File: src/rtl/ymat_fetch_pkg.sv
// Shared types and defaults for the Y-matrix fetch sequencer.
package ymat_fetch_pkg;

    localparam int unsigned ADDR_W_DEF     = 11;
    localparam int unsigned LINE_W_DEF     = 256;
    localparam int unsigned PTR_W_DEF      = 16;
    localparam int unsigned SLOTS_PER_LINE = 16;
    localparam int unsigned SLOT_W         = $clog2(SLOTS_PER_LINE);

    typedef enum logic [2:0] {
        IDLE,
        PTR_RD,
        PTR_WAIT,
        CALC,
        D1_RD,
        D2_RD,
        DATA_WAIT,
        RESP
    } fetchState_t;

    // Identifies which read a returning SRAM line belongs to.
    typedef enum logic [1:0] {
        TAG_NONE,
        TAG_PTR,
        TAG_D1,
        TAG_D2
    } rdTag_t;

endpackage

File: src/rtl/ymat_fetch_ctrl_ptr_extract.sv
// ymat_ptr_extract: selects one pointer slot from a row-pointer line and
// derives the two data addresses plus the out-of-range flag.
module ymat_ptr_extract
    import ymat_fetch_pkg::*;
#(
    parameter int unsigned ADDR_W = ADDR_W_DEF,
    parameter int unsigned LINE_W = LINE_W_DEF,
    parameter int unsigned PTR_W  = PTR_W_DEF
) (
    input  logic [LINE_W-1:0] line,
    input  logic [SLOT_W-1:0] slot,
    output logic [ADDR_W-1:0] addr1,
    output logic [ADDR_W-1:0] addr2,
    output logic              err
);

    logic [PTR_W-1:0] ptr;

    always_comb begin
        ptr   = line[slot*PTR_W +: PTR_W];
        err   = |ptr[PTR_W-1:ADDR_W];
        addr1 = ptr[ADDR_W-1:0];
        addr2 = addr1 + ADDR_W'(1);
    end

endmodule

File: src/rtl/ymat_fetch_ctrl.sv
// ymat_fetch_ctrl: Y-matrix SRAM read sequencer (row-pointer lookup, then two data reads).
// Optional macro YFC_DIRECT_EN: nonzero req_addr1/req_addr2 bypass the pointer lookup.
module ymat_fetch_ctrl
    import ymat_fetch_pkg::*;
#(
    parameter int unsigned ADDR_W   = ADDR_W_DEF,
    parameter int unsigned LINE_W   = LINE_W_DEF,
    parameter int unsigned PTR_W    = PTR_W_DEF,
    parameter int unsigned SRAM_LAT = 1
) (
    input  logic              clock,
    input  logic              reset,
    input  logic              req_valid,
    output logic              req_ready,
    input  logic [ADDR_W-1:0] req_row,
    input  logic [ADDR_W-1:0] req_addr1,
    input  logic [ADDR_W-1:0] req_addr2,
    output logic              sram_rd_en,
    output logic [ADDR_W-1:0] sram_rd_addr,
    input  logic [LINE_W-1:0] sram_rd_data,
    output logic              resp_valid,
    input  logic              resp_ready,
    output logic [ADDR_W-1:0] resp_addr1,
    output logic [ADDR_W-1:0] resp_addr2,
    output logic [LINE_W-1:0] resp_data1,
    output logic [LINE_W-1:0] resp_data2,
    output logic              resp_err,
    output logic              busy
);

    fetchState_t       state;
    rdTag_t            strobeTag;
    rdTag_t            landPipe [SRAM_LAT];
    rdTag_t            landTag;
    logic [LINE_W-1:0] ptrLine;
    logic [SLOT_W-1:0] slotReg;
    logic [ADDR_W-1:0] extAddr1;
    logic [ADDR_W-1:0] extAddr2;
    logic              extErr;

`ifndef YFC_DIRECT_EN
    logic unusedDirect;
    assign unusedDirect = ^{req_addr1, req_addr2};
`endif

    assign req_ready = (state == IDLE) && !reset;
    assign busy      = (state != IDLE);
    // Tag pipeline marks the cycle a strobed read's data is on sram_rd_data;
    // clearing it on reset drops any line still in flight.
    assign landTag   = landPipe[SRAM_LAT-1];

    ymat_ptr_extract #(
        .ADDR_W(ADDR_W),
        .LINE_W(LINE_W),
        .PTR_W (PTR_W)
    ) ptrExtract (
        .line (ptrLine),
        .slot (slotReg),
        .addr1(extAddr1),
        .addr2(extAddr2),
        .err  (extErr)
    );

    always_ff @(posedge clock) begin
        if (reset) begin
            state        <= IDLE;
            strobeTag    <= TAG_NONE;
            for (int unsigned i = 0; i < SRAM_LAT; i++) landPipe[i] <= TAG_NONE;
            ptrLine      <= '0;
            slotReg      <= '0;
            sram_rd_en   <= 1'b0;
            sram_rd_addr <= '0;
            resp_valid   <= 1'b0;
            resp_addr1   <= '0;
            resp_addr2   <= '0;
            resp_data1   <= '0;
            resp_data2   <= '0;
            resp_err     <= 1'b0;
        end else begin
            sram_rd_en  <= 1'b0;
            strobeTag   <= TAG_NONE;
            landPipe[0] <= strobeTag;
            for (int unsigned i = 1; i < SRAM_LAT; i++) landPipe[i] <= landPipe[i-1];
            if (landTag == TAG_D1) resp_data1 <= sram_rd_data;

            case (state)
                IDLE: begin
                    if (req_valid) begin
                        slotReg    <= req_row[SLOT_W-1:0];
                        resp_addr1 <= '0;
                        resp_addr2 <= '0;
                        resp_data1 <= '0;
                        resp_data2 <= '0;
                        resp_err   <= 1'b0;
`ifdef YFC_DIRECT_EN
                        if (req_addr1 != '0 || req_addr2 != '0) begin
                            resp_addr1   <= req_addr1;
                            resp_addr2   <= req_addr2;
                            sram_rd_en   <= 1'b1;
                            sram_rd_addr <= req_addr1;
                            strobeTag    <= TAG_D1;
                            state        <= D1_RD;
                        end else
`endif
                        begin
                            sram_rd_en   <= 1'b1;
                            sram_rd_addr <= req_row >> SLOT_W;
                            strobeTag    <= TAG_PTR;
                            state        <= PTR_RD;
                        end
                    end
                end
                PTR_RD: state <= PTR_WAIT;
                PTR_WAIT: begin
                    if (landTag == TAG_PTR) begin
                        ptrLine <= sram_rd_data;
                        state   <= CALC;
                    end
                end
                CALC: begin
                    if (extErr) begin
                        resp_err   <= 1'b1;
                        resp_valid <= 1'b1;
                        state      <= RESP;
                    end else begin
                        resp_addr1   <= extAddr1;
                        resp_addr2   <= extAddr2;
                        sram_rd_en   <= 1'b1;
                        sram_rd_addr <= extAddr1;
                        strobeTag    <= TAG_D1;
                        state        <= D1_RD;
                    end
                end
                D1_RD: begin
                    sram_rd_en   <= 1'b1;
                    sram_rd_addr <= resp_addr2;
                    strobeTag    <= TAG_D2;
                    state        <= D2_RD;
                end
                D2_RD: state <= DATA_WAIT;
                DATA_WAIT: begin
                    if (landTag == TAG_D2) begin
                        resp_data2 <= sram_rd_data;
                        resp_valid <= 1'b1;
                        state      <= RESP;
                    end
                end
                RESP: begin
                    if (resp_ready) begin
                        resp_valid <= 1'b0;
                        state      <= IDLE;
                    end
                end
                default: state <= IDLE;
            endcase
        end
    end

endmodule

File: config.mk
export PLATFORM = sky130hd
export DESIGN_NAME = ymat_fetch_ctrl
export DESIGN_NICKNAME = d
export VERILOG_FILES = /design/src/rtl/ymat_fetch_pkg.sv /design/src/rtl/ymat_fetch_ctrl_ptr_extract.sv /design/src/rtl/ymat_fetch_ctrl.sv
export SDC_FILE = /design/constraint.sdc
export NUM_CORES = 2
export LEC_CHECK = 0
export BUFFER_PORTS_ARGS = -buffer_cell sky130_fd_sc_hd__buf_2
export CELL_PAD_IN_SITES_DETAIL_PLACEMENT = 1
export CELL_PAD_IN_SITES_GLOBAL_PLACEMENT = 2
export CORE_UTILIZATION = 27
export CTS_CLUSTER_DIAMETER = 60
export DETAILED_ROUTE_END_ITERATION = 10
export PLACE_DENSITY = 0.87
export REMOVE_ABC_BUFFERS = 1
export SLEW_MARGIN = 20
export SYNTH_ARGS = -nofsm -noshare
export SYNTH_HDL_FRONTEND = slang
export SYNTH_SLANG_ARGS = --single-unit
File: constraint.sdc
create_clock -name clock -period 2.48 [get_ports clock]
set_input_delay 0.248 -clock clock [delete_from_list [all_inputs] [get_ports clock]]
set_output_delay 0.248 -clock clock [all_outputs]
set_load 0.02 [all_outputs]
==> metrics.md <==
| Metric | Value |
|---|---|
| Crit path launch | `slotReg[0]` |
| Worst clock skew | `0.0251 ns` |
| HP Start | `req_row[5]` |
| Initial antenna violation count | `4` |
| Final #Nets | `4840` |
| Die Width | `333 um` |
| CTS Sinks | `815` |
| Dominant cell type by area after synthesis | `dfxtp_1` |
| Power Dens Cells | `791 mW/mm2` |
| Vias | `29662` |
| Clock root cell | `clkbuf_16` |
| Critical Path Fanout Max | `7` |
| LEAKAGE | `17.1 nW` |
| Cells after Synth | `3475` |
| CTS HTree Levels | `3` |
| Fin worst setup slack | `-0.0510 ns` |
| Routed vias/inst | `4.90` |
| Slowest stage delay, CP | `0.50 ns` |
| Cell with the largest stage delay on the worst path | `mux4_2` |
| Crit path top cell by count | `buf_4` |
| TritonCTS clock tree | `done` |
| RR Endpoint | `resp_addr2[7]` |
| Worst reg-to-reg setup slack | `-0.05 ns` |
| Period utilisation layout | `1.02` |
| Placed cells | `5569` |
| Worst path required time | `3.10 ns` |
| Synth Warn # | `0` |
| WP data arrival | `3.15 ns` |
| Max-cap violations | `0` |
| # IOs | `843` |
| List of most frequent post-synthesis cells | `1060 x nand2_1, 815 x dfxtp_1, 530 x a21oi_1` |
| Finished Layout Cells | `6053` |
| RSZ-0062 raised after global routing | `yes` |
| Initial Util | `0.272` |
| Std-Cell Core Area | `0.109 mm2` |
| Async SR Flop Fraction | `0` |
| CP Capture Point | `resp_addr2[7]` |
| Number of global-route vias before repair | `30615` |
| EDFF count, synth | `0` |
| Clock transition at path regs | `0.06 ns` |
| Cell family with most CP delay | `simple AND/OR/NAND/NOR gates` |
| Detailed-route DRC error count | `0` |
| Post-synth cell types | `64` |
| Failing checks | `negative setup slack` |
| Final WL | `127000 um` |
| Slew Viols, Final | `0` |
| Layout cells sized above 1 | `0.281` |
| Die Y | `333 um` |
| Avg Inst Size Synth | `8.52 um2` |
| FF-to-FF Start | `slotReg[0]` |
| Status | `finished with violations` |
| Cell with the most instances after synthesis | `nand2_1` |
| Worst setup EP type | `flip-flop` |
| Post-Syn Area | `0.0296 mm2` |
| Worst VDD drop | `548 uV` |
| First-pass GRT wire length | `189000 um` |
| Final HPWL DP | `88200 um` |
| Synthesis-to-layout area growth | `45.2%` |
| Worst skew pair latency | `0.69 ns` |
| Total grt overflow | `0` |
| Total Neg Setup Slack | `-0.222 ns` |
| Register bit total from synthesis | `815` |
| Critical path buffers and inverters | `5` |
| Largest net degree at the start of global routing | `144` |
| Post-synth top flop | `dfxtp_1` |
| Overall routing resource usage | `0.220` |
| Clock tree buffer depth | `3` |
| Area share of the leading cell type in the synthesized netlist | `0.551` |
| Row cnt | `121` |
| Final setup fails | `6` |
| Routed wire per std cell | `21.0 um` |
| Crit path kind | `reg2reg` |
| Relative slew slack | `0.472` |
| Worst Setup Start Kind | `flip-flop` |
| Post-DRT Antenna Nets | `0` |
| Hold WC Path Type | `in2reg` |
| Final hold vios | `0` |
| Tightest Pin Transition | `0.791 ns` |
| Total iterations of the first detailed-routing run | `5` |
| Crit path depth | `12` |
| Reg2reg path depth | `12` |
| Register area share after synthesis | `0.551` |
| Largest cells by area after synthesis | `dfxtp_1 55%, nand2_1 13%, a21oi_1 9.0%, a22oi_1 7.0%, nor2_1 4.0%` |
| Starting DRC count in detailed routing | `1344` |
| TritonCTS Buffers | `100` |
| Minimum clock period | `2.53 ns` |
| IO buf count | `820` |
| Die area | `0.111 mm2` |
| Max Clock Freq | `395 MHz` |
| CP cell instances | `buf_12 > buf_6 > buf_8 > buf_4 > mux4_2 > a22oi_2 > buf_4 > nand2_4 > and2_4 > and4_4 > or3_4 > nand3_2` |
| Routability cong. | `0.801` |
| FILL cells | `12732` |
| Setup WS pre-CTS | `-0.577 ns` |
-- kinds of logic (layout without fill, tap and decap cells) --
family                   after synthesis  after routing  share of synthesized area
AND/OR/NAND/NOR                     1434           1434                      0.190
AO/OA/AOI/OAI                        871            871                      0.179
flip-flops                           815            815                      0.551
buffers and inverters                293           1451                     0.0418
multiplexers                          55             55                     0.0357
XOR/XNOR                               6              6                    0.00178
adder cells (fa/ha/maj)                1              1                   0.000422
other                                  0              6                          0
-- per-stage QoR --
step,power [W],cell area (um2),utilization,hold WS [ns]
2_1_floorplan,0.0159,28400,-,0.317
3_3_place_gp,0.0183,36000,0.331,0.420
3_5_place_dp,0.0184,36000,0.331,0.434
4_1_cts,0.0342,42600,0.391,0.000502
5_1_grt,0.0353,43000,0.395,0.0459
6_report,0.0340,43000,0.395,0.0405
-- per-layer routing --
metal | part of all wire | track usage | up-vias
met5 | 0.000071 | 0 | -
met4 | 0.040 | 0.0861 | 2
met3 | 0.051 | 0.0462 | 273
met2 | 0.49 | 0.385 | 864
met1 | 0.42 | 0.261 | 14609
li1 | - | - | 13914
-- final cells by class --
type	instances	area, um2	share of cell area
Tap cell	1414	1770	0.0412
Clock buffer	137	2900	0.0676
Timing Repair Buffer	1259	8810	0.205
Antenna cell	6	15.0	0.000349
Clock inverter	52	563	0.0131
Inverter	3	11.3	0.000262
Multi-Input combinational cell	2367	12600	0.293
Sequential cell	815	16300	0.380
-- layout by cell type (no fill, tap or decap), drive strengths merged, types with 12 or more instances in the layout --
cell type       n
dlygate4sd3   268
clkbuf        139
a21oi         530
dfxtp         815
nor4           12
mux4           40
a22oi         279
clkinv         24
a221oi         15
mux2i          14
nor2          314
nand2        1060
inv            17
buf           989
-- sequential cells by signal, indices dropped and copies added (netlist names) --
name	cells
resp_addr2	11
sram_rd_addr	11
state	3
slotReg	4
resp_addr1	11
resp_data1	256
resp_data2	256
resp_err	1
ptrLine	256
landPipe	2
strobeTag	2
sram_rd_en	1
resp_valid	1
-- how the worst min path moves through the flow --
stage / end / slack (ns) / cells past startpoint
6_report: sram_rd_addr[1] / 0.04 / 3
3_5_place_dp: landPipe[0][1] / 0.43 / 1
2_1_floorplan: ptrLine[0] / 0.32 / 1
4_1_cts: sram_rd_addr[1] / 0.0005 / 3
3_3_place_gp: landPipe[0][0] / 0.42 / 1
5_1_grt: sram_rd_addr[0] / 0.05 / 3
-- worst register-to-register path, stage by stage, from the launching register on --
cell     delay, ns
dfxtp_4       0.39
buf_12        0.15
buf_6         0.13
buf_8         0.11
buf_4         0.11
mux4_2        0.50
a22oi_2       0.13
buf_4         0.15
nand2_4       0.07
and2_4        0.17
and4_4        0.19
or3_4         0.33
nand3_2       0.06
-- power by group --
group	internal (W)	total (W)	switching [W]
clock network	0.00902	0.0152	0.00618
registers	0.0134	0.0136	0.000229
logic	0.00194	0.00515	0.00321
-- what timing repair did --
action | CTS | global route
setup buffers | 8 | 13
cloned | 0 | 3
hold buffers | 267 | 1
endpoints found under the setup margin | 39 | 36
hold endpoints to repair | 796 | 1
resized for setup | 64 | 49
pin swaps | 21 | 45
Power figures use the tool's default switching activity.
